File: src/rtl/reg_bank_ctrl_if.sv
// Command/response bus between the datapath control unit and reg_bank_ctrl.
//   cmd_valid/cmd_ready : command handshake, cmd_op/cmd_dst/cmd_src/cmd_data payload
//   rsp_valid/rsp_ready : READ result handshake, rsp_data payload
// master = command issuer / result consumer, slave = reg_bank_ctrl.
interface reg_bank_ctrl_if #(
  parameter int DATA_W = 16,
  parameter int ADDR_W = 3
);
  logic              cmd_valid;
  logic              cmd_ready;
  logic [1:0]        cmd_op;
  logic [ADDR_W-1:0] cmd_dst;
  logic [ADDR_W-1:0] cmd_src;
  logic [DATA_W-1:0] cmd_data;
  logic              rsp_valid;
  logic              rsp_ready;
  logic [DATA_W-1:0] rsp_data;

  modport master (
    output cmd_valid, cmd_op, cmd_dst, cmd_src, cmd_data, rsp_ready,
    input  cmd_ready, rsp_valid, rsp_data
  );

  modport slave (
    input  cmd_valid, cmd_op, cmd_dst, cmd_src, cmd_data, rsp_ready,
    output cmd_ready, rsp_valid, rsp_data
  );
endinterface

File: src/rtl/reg_bank_ctrl.sv
// Command sequencer for a 2-read/1-write register bank.
// Accepts WRITE/READ/MOVE/SWAP commands on the bus (slave modport), drives the
// bank ports and returns READ data on the response side of the bus.
//   clk, rst      : rising-edge clock, synchronous active-high reset
//   bus           : command/response handshake (reg_bank_ctrl_if.slave)
//   busy          : controller not idle
//   WE/inAddr/inData : bank write port
//   addrA/addrB   : bank read addresses (latched src / dst)
//   outA/outB     : bank read data, combinational from addrA/addrB
module reg_bank_ctrl #(
  parameter int DATA_W = 16,
  parameter int ADDR_W = 3
) (
  input  logic              clk,
  input  logic              rst,
  reg_bank_ctrl_if.slave    bus,
  output logic              busy,
  output logic              WE,
  output logic [ADDR_W-1:0] inAddr,
  output logic [DATA_W-1:0] inData,
  output logic [ADDR_W-1:0] addrA,
  output logic [ADDR_W-1:0] addrB,
  input  logic [DATA_W-1:0] outA,
  input  logic [DATA_W-1:0] outB
);

  typedef enum logic [1:0] {IDLE, EXEC, SWAP2, RESP} state_t;
  typedef enum logic [1:0] {OP_WRITE, OP_READ, OP_MOVE, OP_SWAP} op_t;

  state_t            state;
  op_t               op_q;
  logic [ADDR_W-1:0] src_q;
  logic [ADDR_W-1:0] dst_q;
  logic [DATA_W-1:0] data_q;
  logic [DATA_W-1:0] tmp_q;
  logic [DATA_W-1:0] rsp_data_q;
  logic              we_raw;

  always_ff @(posedge clk) begin
    if (rst) begin
      state      <= IDLE;
      op_q       <= OP_WRITE;
      src_q      <= '0;
      dst_q      <= '0;
      data_q     <= '0;
      tmp_q      <= '0;
      rsp_data_q <= '0;
    end else begin
      case (state)
        IDLE: begin
          if (bus.cmd_valid) begin
            op_q   <= op_t'(bus.cmd_op);
            src_q  <= bus.cmd_src;
            dst_q  <= bus.cmd_dst;
            data_q <= bus.cmd_data;
            state  <= EXEC;
          end
        end
        EXEC: begin
          case (op_q)
            OP_READ: begin
              rsp_data_q <= outA;
              state      <= RESP;
            end
            OP_SWAP: begin
              // old dst value is held here while dst is overwritten this cycle
              tmp_q <= outB;
              state <= SWAP2;
            end
            default: state <= IDLE;
          endcase
        end
        SWAP2: state <= IDLE;
        RESP: begin
          if (bus.rsp_ready) state <= IDLE;
        end
        default: state <= IDLE;
      endcase
    end
  end

  // WE is masked by rst so a reset edge landing in SWAP2 does not commit the
  // second write: an interrupted SWAP leaves only dst updated.
  always_comb begin
    we_raw = ((state == EXEC) && (op_q != OP_READ)) || (state == SWAP2);
    WE     = we_raw && !rst;
    inAddr = '0;
    inData = '0;
    if ((state == EXEC) && (op_q != OP_READ)) begin
      inAddr = dst_q;
      inData = (op_q == OP_WRITE) ? data_q : outA;
    end else if (state == SWAP2) begin
      inAddr = src_q;
      inData = tmp_q;
    end
  end

  assign addrA         = src_q;
  assign addrB         = dst_q;
  assign busy          = (state != IDLE);
  assign bus.cmd_ready = (state == IDLE) && !rst;
  assign bus.rsp_valid = (state == RESP);
  assign bus.rsp_data  = rsp_data_q;

endmodule

File: src/flat_wrapper.sv
// flat-port wrapper written by rule: the top's interface ports become plain ports
module reg_bank_ctrl_flat 
#(
  parameter int DATA_W = 16,
  parameter int ADDR_W = 3
)
  (clk, rst, busy, WE, inAddr, inData, addrA, addrB, outA, outB, bus_cmd_valid, bus_cmd_op, bus_cmd_dst, bus_cmd_src, bus_cmd_data, bus_rsp_ready, bus_cmd_ready, bus_rsp_valid, bus_rsp_data);
  reg_bank_ctrl_if #(.DATA_W(DATA_W), .ADDR_W(ADDR_W)) bus_i ();
  input  logic clk;
  input  logic rst;
  output logic busy;
  output logic WE;
  output logic [ADDR_W-1:0] inAddr;
  output logic [DATA_W-1:0] inData;
  output logic [ADDR_W-1:0] addrA;
  output logic [ADDR_W-1:0] addrB;
  input  logic [DATA_W-1:0] outA;
  input  logic [DATA_W-1:0] outB;
  input wire logic [$bits(bus_i.cmd_valid)-1:0] bus_cmd_valid;
  input wire logic [$bits(bus_i.cmd_op)-1:0] bus_cmd_op;
  input wire logic [$bits(bus_i.cmd_dst)-1:0] bus_cmd_dst;
  input wire logic [$bits(bus_i.cmd_src)-1:0] bus_cmd_src;
  input wire logic [$bits(bus_i.cmd_data)-1:0] bus_cmd_data;
  input wire logic [$bits(bus_i.rsp_ready)-1:0] bus_rsp_ready;
  output wire logic [$bits(bus_i.cmd_ready)-1:0] bus_cmd_ready;
  output wire logic [$bits(bus_i.rsp_valid)-1:0] bus_rsp_valid;
  output wire logic [$bits(bus_i.rsp_data)-1:0] bus_rsp_data;
  assign bus_i.cmd_valid = bus_cmd_valid;
  assign bus_i.cmd_op = bus_cmd_op;
  assign bus_i.cmd_dst = bus_cmd_dst;
  assign bus_i.cmd_src = bus_cmd_src;
  assign bus_i.cmd_data = bus_cmd_data;
  assign bus_i.rsp_ready = bus_rsp_ready;
  assign bus_cmd_ready = bus_i.cmd_ready;
  assign bus_rsp_valid = bus_i.rsp_valid;
  assign bus_rsp_data = bus_i.rsp_data;
  reg_bank_ctrl #(.DATA_W(DATA_W), .ADDR_W(ADDR_W)) u_core (.clk(clk), .rst(rst), .bus(bus_i), .busy(busy), .WE(WE), .inAddr(inAddr), .inData(inData), .addrA(addrA), .addrB(addrB), .outA(outA), .outB(outB));
endmodule
File: config.mk
export PLATFORM = sky130hd
export DESIGN_NAME = reg_bank_ctrl_flat
export DESIGN_NICKNAME = d
export VERILOG_FILES = /design/src/rtl/reg_bank_ctrl_if.sv /design/src/rtl/reg_bank_ctrl.sv /design/src/flat_wrapper.sv
export SDC_FILE = /design/constraint.sdc
export NUM_CORES = 1
export LEC_CHECK = 0
export ABC_AREA = 1
export BUFFER_PORTS_ARGS = -buffer_cell sky130_fd_sc_hd__buf_2
export CAP_MARGIN = 20
export CORE_ASPECT_RATIO = 1.25
export CORE_MARGIN = 8
export CORE_UTILIZATION = 30
export CTS_CLUSTER_DIAMETER = 40
export DETAILED_ROUTE_END_ITERATION = 7
export GPL_ROUTABILITY_DRIVEN = 1
export GPL_TIMING_DRIVEN = 0
export PLACE_DENSITY = 0.6
export SETUP_SLACK_MARGIN = 0.15
export SKIP_LAST_GASP = 1
export SLEW_MARGIN = 30
export SYNTH_ARGS = -nofsm -noshare
export SYNTH_HDL_FRONTEND = slang
export SYNTH_SLANG_ARGS = --single-unit
export TNS_END_PERCENT = 100
File: constraint.sdc
create_clock -name clk -period 1.2 [get_ports clk]
set_clock_uncertainty 0.05 [all_clocks]
set_input_delay 0.18 -clock clk [delete_from_list [all_inputs] [get_ports clk]]
set_output_delay 0.18 -clock clk [all_outputs]
set_load 0.02 [all_outputs]
==> impl_metrics.tcl <==
set metrics [dict create \
    synth_fp_nets 493 \
    synth-adder-area-share_pct 0 \
    critical_path_class "reg -> out" \
    power.density_nw_per_um2 1232 \
    synthesis.yosys.warnings 0 \
    drt.antenna.violating_nets 0 \
    synth.cell_area_um2 2776 \
    worst_setup_path_end_kind "output port" \
    report.final.setup_viol 57 \
    origin_of_the_worst_min_delay_path "bus_cmd_data[13]" \
    cp_max_fo 7 \
    rrSetupSlack_ns -0.15 \
    finalNetCount 643 \
    height_of_the_die_um 123.6 \
    synthFlopType "dfxtp_1" \
    cts.clk_slew.worst_paths_ns 0.05 \
    worst_slew_margin_pct 54.82 \
    grt_max_degree 11 \
    count_of_clock_tree_sinks 58 \
    synth_edf_count 0 \
    design.die.area_um2 12610 \
    synth-async-reset-ratio_pct 0 \
    drc_violation_count_after_routing 0 \
    layout-drive-gt1-share_pct 53.32 \
    cp_cell_sequence "nor2_4, buf_6, nand2_1, o21ai_1, nand2_1, nand2_2, buf_6" \
    area_share_of_the_largest_cell_type_after_synthesis_pct 41.82 \
    grt_pass1_wl_um 15150 \
    globalRouteMet3Util_pct 4.113 \
    vias_in_the_first_global_route 3119 \
    yosys.area_share.xor_xnor_pct 0 \
    syn_to_final_growth_pct 79.45 \
    synth-compound-area-share_pct 7.391 \
    fin_ws_ns -0.5246 \
    worst_hold_path.num_cells 3 \
    cp_data_required_time_ns 0.97 \
    ys_seq_area_share_pct 41.82 \
    placement_rows 39 \
    cpPeakStageDelay_ns 0.36 \
    critical_path_arrival_ns 1.49 \
    maxClockFrequency_mhz 579.8 \
    vias_per_cell 4.552 \
    synthCells 433 \
    r2r_cells 8 \
    regArea_um2 1201 \
    first_pass_iters 4 \
    cellLeakagePower_nw 2.357 \
    peakVddDrop_v 0.0007661 \
    tightestPinTransition_ns 0.6777 \
    global_route.usage.met1_pct 15.81 \
    met2_usage_pct 28.69 \
    synth_top_family_by_area "simple AND/OR/NAND/NOR gates" \
    dp_hpwl_um 7120 \
    timing.final.hold_violations 0 \
    grt_setup_unrepaired "yes" \
    syn_avg_cell_area_um2 6.412 \
    finalWirelength_um 10820 \
    antenna_found_initial 0 \
    final.fill_count 881 \
    synth_top_cells_by_area "dfxtp_1 42%, nand2_1 17%, nor2_1 16%, inv_1 4.7%, o21ai_0 4.3%" \
    placedCellCount 660 \
    antenna_cells_inserted 0 \
    drt_first_iter_violations 170 \
    post-route-period-util_pct 143.7 \
    post_route_total_power_w 0.006137 \
    clock_latency_ns 0.33 \
    clock_tree.htree_level_count 3 \
    synthDistinctLibCells 20 \
    worstHoldEndpoint "u_core.data_q[13]" \
    timing.critical_path.from_type "flop" \
    critical-path-slowest-cell "dfxtp_4" \
    buffer_ports.inserted 104 \
    synth_seq_cells 58 \
    hold_path.class "in -> reg" \
    multi_input_area_um2 1727 \
    io-pin-count 105 \
    failing_checks "negative setup slack" \
    synth_top_cell_by_area "dfxtp_1" \
    max-clock-path-buffers 2 \
    wl_per_cell_um 15.24 \
    outcome "finished with violations" \
    grt_resource_usage_total_pct 16.00 \
    dominant_cell_by_count_in_the_synthesized_netlist "nand2_1" \
    synth_simple_gate_area_share_pct 39.34 \
    drv_slew 0 \
    cts_tree "built" \
    core_um2 9076 \
    clock-root-buffer "clkbuf_16" \
    post_layout_min_period_ns 1.725 \
    worst_r2r_startpoint "u_core.state[1]" \
    synthTopCellsByCount "127 x nand2_1, 115 x nor2_1, 58 x dfxtp_1" \
    starting_density_pct 30.59 \
    numCtsBuffers 9 \
    grt_most_used_layer "met2" \
    gr_overflow_total 0 \
    layoutNonFillerInstCount 710 \
    finalWeightedCongestion 0.7870 \
    drv.max_cap_violation_count 0 \
    die-width_um 102.0 \
    post_synth_mux_area_share_pct 0 \
    detailroute.via_count 3232 \
    crit-reg2reg-capture "u_core.tmp_q[11]" \
]
-- area by class of cell --
| class | count | area share [%] |
|---|---|---|
| multi-input combinational | 311 | 34.66 |
| sequential | 58 | 24.11 |
| timing repair buffer | 139 | 23.86 |
| buffer | 23 | 4.721 |
| clock buffer | 9 | 4.520 |
| inverter | 41 | 3.390 |
| tap | 123 | 3.089 |
| clock inverter | 6 | 1.657 |
-- flip-flops by register name (all words and copies together) (netlist names) --
signal	count
u_core.addrB	3
u_core.state	2
u_core.op_q	2
u_core.bus.rsp_data	16
u_core.addrA	3
u_core.tmp_q	16
u_core.data_q	16
-- worst max-delay path, delay by kind of cell (launching register included) --
kind,cells,cell delay [ns]
and+or+nand+nor,4,0.44
DFF,1,0.36
buffers and inverters,2,0.27
AOI/OAI and AO/OA,1,0.08
-- cell families (layout without fill, tap and decap cells) --
| group | Yosys count | count (layout) |
|---|---|---|
| AND/OR/NAND/NOR | 270 | 270 |
| buffers and inverters | 64 | 218 |
| flip-flops | 58 | 58 |
| AO/OA/AOI/OAI | 41 | 41 |
-- report_power, final --
part | internal (W) | switching, W | total (W) | leakage [nW]
sequential | 0.00203 | 0.0000931 | 0.00212 | 0.484
combinational | 0.000621 | 0.000712 | 0.00133 | 1.72
clock | 0.00179 | 0.000890 | 0.00268 | 0.151
-- per-layer routing --
| metal | wire, um | share of wire (%) |
|---|---|---|
| met1 | 3889 | 36 |
| met2 | 5905 | 55 |
| met3 | 701 | 6.5 |
| met4 | 325 | 3.0 |
| met5 | 0 | 0 |
-- what timing repair did --
action                     4_1_cts  5_1_grt
gates cloned                     9        4
resized for setup               96      167
buffers inserted                16        6
hold buffers                     0        0
pin swaps                       11       61
setup endpoints to repair       97       96
-- per-stage QoR --
step | TNS (ns) | utilization [%] | worst slack [ns] | cell area (um^2) | hold slack [ns]
final | -14.87 | 54.89 | -0.5246 | 4982 | 0.04124
after global routing | -18.32 | 54.89 | -0.6018 | 4982 | 0.05289
after CTS | -13.61 | 48.24 | -0.5166 | 4378 | 0.03019
after detailed placement | -7.110 | 39.94 | -0.2364 | 3625 | 0.3897
after global placement | -7.137 | 39.94 | -0.2343 | 3625 | 0.3757
after floorplan | 0 | - | 0.005289 | 2950 | 0.1894
-- placed cells by master, fill, tap and decap left out, types with 13 or more instances in the layout --
master	n
nor2_1	95
dfxtp_2	14
inv_1	33
dfxtp_1	38
buf_2	62
nor2_4	14
buf_6	70
buf_4	15
nand2_2	35
o21ai_2	26
nand2_1	89
o21ai_1	13
nand3_2	15
-- worst max-delay path by stage --
stage                    from    endpoint  depth (start not counted)
2_1_floorplan  u_core.op_q[0]   inData[0]                          6
3_3_place_gp   u_core.op_q[0]  inData[11]                          7
3_5_place_dp   u_core.op_q[0]  inData[12]                          7
4_1_cts        u_core.op_q[1]  inData[11]                          7
5_1_grt        u_core.op_q[0]   inData[9]                          7
6_report       u_core.op_q[0]  inData[11]                          7
No activity file was read; power rests on OpenSTA's default activity.
